==> config.mk <==
export PLATFORM = sky130hd
export DESIGN_NAME = seq_detector_n
export DESIGN_NICKNAME = d
export VERILOG_FILES = /design/src/rtl/seq_det_pkg.sv /design/src/rtl/sat_counter.sv /design/src/rtl/seq_detector_n.sv
export SDC_FILE = /design/constraint.sdc
export NUM_CORES = 1
export LEC_CHECK = 0
export ABC_AREA = 1
export CAP_MARGIN = 10
export CORE_ASPECT_RATIO = 1.75
export CORE_MARGIN = 2
export CORE_UTILIZATION = 25
export DETAILED_ROUTE_END_ITERATION = 8
export GPL_TIMING_DRIVEN = 0
export PLACE_DENSITY = 0.41
export REMOVE_ABC_BUFFERS = 1
export SLEW_MARGIN = 15
export SYNTH_ARGS = -nofsm -noshare
export SYNTH_HDL_FRONTEND = slang
export SYNTH_SLANG_ARGS = --single-unit
==> constraint.sdc <==
create_clock -name clk -period 3 [get_ports clk]
set_clock_uncertainty 0.2 [all_clocks]
set_input_delay 0.45 -clock clk [delete_from_list [all_inputs] [get_ports clk]]
set_output_delay 0.45 -clock clk [all_outputs]
set_load 0.01 [all_outputs]
==> src/rtl/seq_det_pkg.sv <==
// Shared constants, types and the masked comparison used by the serial pattern detector.
package seq_det_pkg;

  localparam logic [7:0] HDLC_FLAG = 8'h7E;
  localparam int         MAX_N     = 32;

  typedef enum logic {
    NON_OVERLAP = 1'b0,
    OVERLAP     = 1'b1
  } match_mode_e;

  // Operands are zero-extended to MAX_N by the caller, so unused upper bits compare equal.
  function automatic logic masked_eq(input logic [MAX_N-1:0] history,
                                     input logic [MAX_N-1:0] pattern,
                                     input logic [MAX_N-1:0] mask);
    return ((history ^ pattern) & mask) == '0;
  endfunction

endpackage

==> src/rtl/sat_counter.sv <==
// Saturating up-counter; a synchronous clear takes priority over an increment.
module sat_counter #(
  parameter int W = 8
) (
  input  logic         clk,
  input  logic         rst,
  input  logic         inc,
  input  logic         clr,
  output logic [W-1:0] q
);

  logic [W-1:0] q_q, q_d;

  always_comb begin
    q_d = q_q;
    if (clr) begin
      q_d = '0;
    end else if (inc && (q_q != '1)) begin
      q_d = q_q + 1'b1;
    end
  end

  always_ff @(posedge clk or posedge rst) begin
    if (rst) begin
      q_q <= '0;
    end else begin
      q_q <= q_d;
    end
  end

  assign q = q_q;

endmodule

==> src/rtl/seq_detector_n.sv <==
// Serial pattern detector: compares the last N accepted bits against a programmable,
// maskable pattern and emits a registered one-cycle find pulse plus a saturating count.
module seq_detector_n
  import seq_det_pkg::*;
#(
  parameter int             N               = 8,
  parameter logic [N-1:0]   DEFAULT_PATTERN = N'(HDLC_FLAG),
  parameter int             CNT_W           = 8
) (
  input  logic             clk,
  input  logic             rst,
  input  logic             in,
  input  logic             in_valid,
  input  logic             overlap,
  input  logic             cfg_load,
  input  logic [N-1:0]     cfg_pattern,
  input  logic [N-1:0]     cfg_mask,
  input  logic             cnt_clr,
  output logic             find,
  output logic [CNT_W-1:0] match_cnt,
  output logic             busy
);

  localparam int             FW        = $clog2(N + 1);
  localparam logic [FW-1:0] FILL_FULL = FW'(N);

  logic [N-1:0]  history_q, history_d;
  logic [N-1:0]  pattern_q, pattern_d;
  logic [N-1:0]  mask_q, mask_d;
  logic [FW-1:0] fill_q, fill_d;
  logic          find_q, find_d;
  logic [FW-1:0] fill_inc;
  logic          match;
  match_mode_e   mode;

  assign mode     = match_mode_e'(overlap);
  assign fill_inc = (fill_q == FILL_FULL) ? fill_q : fill_q + 1'b1;

  // Stream has no back-pressure: a bit is taken on every edge where in_valid is high,
  // unless cfg_load is also high, in which case the bit is dropped.
  always_comb begin
    history_d = history_q;
    pattern_d = pattern_q;
    mask_d    = mask_q;
    fill_d    = fill_q;
    find_d    = 1'b0;
    match     = 1'b0;
    if (cfg_load) begin
      pattern_d = cfg_pattern;
      mask_d    = cfg_mask;
      fill_d    = '0;
    end else if (in_valid) begin
      history_d = {history_q[N-2:0], in};
      fill_d    = fill_inc;
      match     = (fill_inc == FILL_FULL) &&
                  masked_eq(MAX_N'(history_d), MAX_N'(pattern_q), MAX_N'(mask_q));
      find_d    = match;
      // Non-overlapping mode restarts the history window after every hit.
      if (match && (mode == NON_OVERLAP)) begin
        fill_d = '0;
      end
    end
  end

  always_ff @(posedge clk or posedge rst) begin
    if (rst) begin
      history_q <= '0;
      pattern_q <= DEFAULT_PATTERN;
      mask_q    <= '1;
      fill_q    <= '0;
      find_q    <= 1'b0;
    end else begin
      history_q <= history_d;
      pattern_q <= pattern_d;
      mask_q    <= mask_d;
      fill_q    <= fill_d;
      find_q    <= find_d;
    end
  end

  sat_counter #(.W(CNT_W)) u_match_cnt (
    .clk (clk),
    .rst (rst),
    .inc (match),
    .clr (cnt_clr),
    .q   (match_cnt)
  );

  assign find = find_q;
  assign busy = (fill_q < FILL_FULL);

endmodule

==> out/metrics.yaml <==
critical_path:
  cp-startpoint: "fill_q[0]$_DFFE_PP0P_"
  crit_chain: "inv_1 -> ha_1 -> nand2_1 -> nand3_1 -> o21ai_1 -> nor2_1 -> nand2_1 -> nor2_4 -> nand3_4 -> nand2_4 -> nand2_1 -> nand2_1"
  cp_max_fo: 9
  crit_required_ns: 3.02
  endpoint_kind: "flop"
  crit_path_end: "u_match_cnt.q[6]$_DFFE_PP0P_"
  r2r-end: "u_match_cnt.q[6]$_DFFE_PP0P_"
  max_stage_delay_ns: 0.42
  r2r-start: "fill_q[0]$_DFFE_PP0P_"
  cp-start-kind: "flop"
  ff2ff_setup_slack_ns: 1.00
  critPathSlowestCell: "dfrtp_1"
  crit_arrival_ns: 2.01
  path_common_cell: "nand2_1"
  rr_worst_depth: 12
  critical_path_class: "flop to flop"
power:
  swShare: 0.244
  total_power_w: 0.00126
  intPower_w: 0.000957
  share_comb_of_total_power: 0.136
  power.share.clock: 0.408
  p_per_area_mw_per_mm2: 530
  net-switching-power_w: 0.000308
  peakVddDrop_mv: 0.208
  leakage_nw: 1.07
  pwr-share-seq: 0.456
clock_network:
  path_clk_slew_ns: 0.05
  cts_max_level: 2
  ctsResizeCount: 0
  numCtsBuffers: 5
  ctsHoldBuffers: 0
  root_buffer: "clkbuf_16"
  clockBufferDepth: 2
  cts_tree: "done"
  clock_latency_ns: 0.28
  post_cts_buffers: 0
  clock-sinks: 36
timing:
  rsz0062_at_grt: "false"
  maxSlewViolCount: 0
  setup_viol: 0
  setup_tns_ns: 0
  max_freq_mhz: 501
  min_period_over_period: 0.665
  max-slew-margin-rel: 0.616
  period_minus_slack_ns: 2.00
  tightest_slew_ns: 0.577
  hold_viol_final: 0
global_routing:
  antenna_found_initial: 0
  grt_overflow_total: 0
  grt_pass1_vias: 1506
  grt_pass1_wl_um: 6900
  grt_usage: 0.118
  grt_max_degree: 31
synthesis:
  ys_ff_latch: 36
  ys_seq_area_frac: 0.504
  yosys-top-cells-area: "dfrtp_1, dfstp_2, nand2_1"
  yosys_warnings: 0
  synth.distinct_cells: 24
  syn_area_per_cell_um2: 8.51
  yosysTopAreaCell: "dfrtp_1"
  synth_area_mm2: 0.00182
  synth_top_area_frac: 0.302
  synth_cells: 214
placed_design:
  numPortBuffers: 32
  dp_hpwl_um: 2980
  gp_congestion: 0.706
finish:
  area_growth_pct: 31.1
  drive_above_1_share: 0.132
  nNetsFinal: 275
  nFillCells: 756
  n_antenna_cell: 0
drt:
  routed_wl_um: 4040
  ant_nets: 0
  avgRoutedWirePerCell_um: 12.0
  drtIter0Drc: 61
  drc: 0
  viasPerCell: 4.29
  vias: 1443
  first_pass_iters: 4
floorplanning:
  initial_core_util: 0.255
  ios: 33
  dieArea_mm2: 0.00801
  fp-row-count: 41
  core_area_mm2: 0.00713
  die_y_um: 117
  die_w_um: 68.5
run_status:
  status: "finished, final reports clean"
run:
  cap_violations: 0
hold_path:
  hold_class: "input pin to asynchronous set/reset pin"
[layer usage]
layer  up-vias  GRT usage  wire, um
li1        749          -         -
met1       658      0.126      1690
met2        27      0.203      2100
met3         9     0.0277       118
met4         0     0.0720       126
met5         -          0         0
[cell usage after synthesis]
cell type  number
buf_2           3
dfrtp_1        22
inv_1          20
inv_2           6
xnor2_1         2
o22ai_1         1
nand3b_1        1
xor2_1          3
nor2_1         17
nand2_1        62
nand4_1         3
nor2_8          1
nor3_1          2
mux2_1          9
dfstp_2        14
o21ai_1        19
ha_1            3
or2_1           1
nor2_4          1
nand3_1        20
nand3_4         1
clkbuf_1        1
nand2_4         1
buf_1           1
[state kept, by name, summed over array words and instances, names as in the netlist]
name,cells
fill_q,4
find,1
history_q,7
mask_q,8
pattern_q,8
u_match_cnt.q,8
[cell type report]
cell class | instances | area, um^2 | share of cell area
clock buffer | 8 | 146 | 0.0613
tap | 86 | 108 | 0.0450
timing repair buffer | 33 | 335 | 0.140
inverter | 26 | 97.6 | 0.0409
multi-input combinational | 147 | 783 | 0.328
sequential | 36 | 918 | 0.384
[power by group through the flow]
stage                     registers (W)  clock network, W  logic [W]
after floorplan                0.000578                 0   0.000102
after global placement         0.000585                 0   0.000174
after detailed placement       0.000585                 0   0.000179
after CTS                      0.000578          0.000534   0.000179
after global routing           0.000584          0.000557   0.000199
final                          0.000577          0.000516   0.000173
[worst max-delay path, delay by kind of cell (launching register included)]
kind	cells	cell delay, ns
simple gates	9	0.94
flops	1	0.42
fa+ha+maj	1	0.19
buf+inv	1	0.11
compound gates	1	0.08
[kinds of logic after synthesis]
family,count (synthesis),synth area share
and+or+nand+nor,110,0.274
xor gates and xnor gates,5,0.0240
adders and majority gates,3,0.0206
buffers and inverters,31,0.0659
muxes,9,0.0556
DFF,36,0.504
AOI/OAI and AO/OA,20,0.0556
[per-stage QoR]
step	worst slack [ns]	cells	hold slack [ns]	instance area (um^2)	utilization
after detailed placement	0.174	328	0.273	2250	0.315
after floorplan	1.27	209	0.259	1800	-
after global routing	0.786	336	0.216	2390	0.335
after CTS	0.466	336	0.191	2390	0.336
after global placement	0.187	327	0.271	2230	0.312
final	1.00	336	0.189	2390	0.335
[layout by cell type (no fill, tap or decap), types with 2 or more instances in the layout]
master,n
clkbuf_1,2
clkbuf_16,5
clkdlybuf4s50_1,31
dfrtp_1,22
dfstp_2,14
ha_1,3
inv_1,19
inv_2,7
mux2_1,9
nand2_1,62
nand3_1,20
nand4_1,3
nor2_1,17
nor3_1,2
o21ai_1,19
xnor2_1,2
xor2_1,3
[worst min path at each step]
stage | from | to | slack, ns | depth (start not counted)
4_1_cts | rst | pattern_q[0]$_DFFE_PP0P_ | 0.19 | 2
2_1_floorplan | pattern_q[1]$_DFFE_PP1P_ | pattern_q[1]$_DFFE_PP1P_ | 0.26 | 2
6_report | rst | pattern_q[0]$_DFFE_PP0P_ | 0.19 | 2
5_1_grt | rst | pattern_q[0]$_DFFE_PP0P_ | 0.22 | 2
3_3_place_gp | pattern_q[5]$_DFFE_PP1P_ | pattern_q[5]$_DFFE_PP1P_ | 0.27 | 2
3_5_place_dp | pattern_q[4]$_DFFE_PP1P_ | pattern_q[4]$_DFFE_PP1P_ | 0.27 | 2
Power figures use the tool's default switching activity.
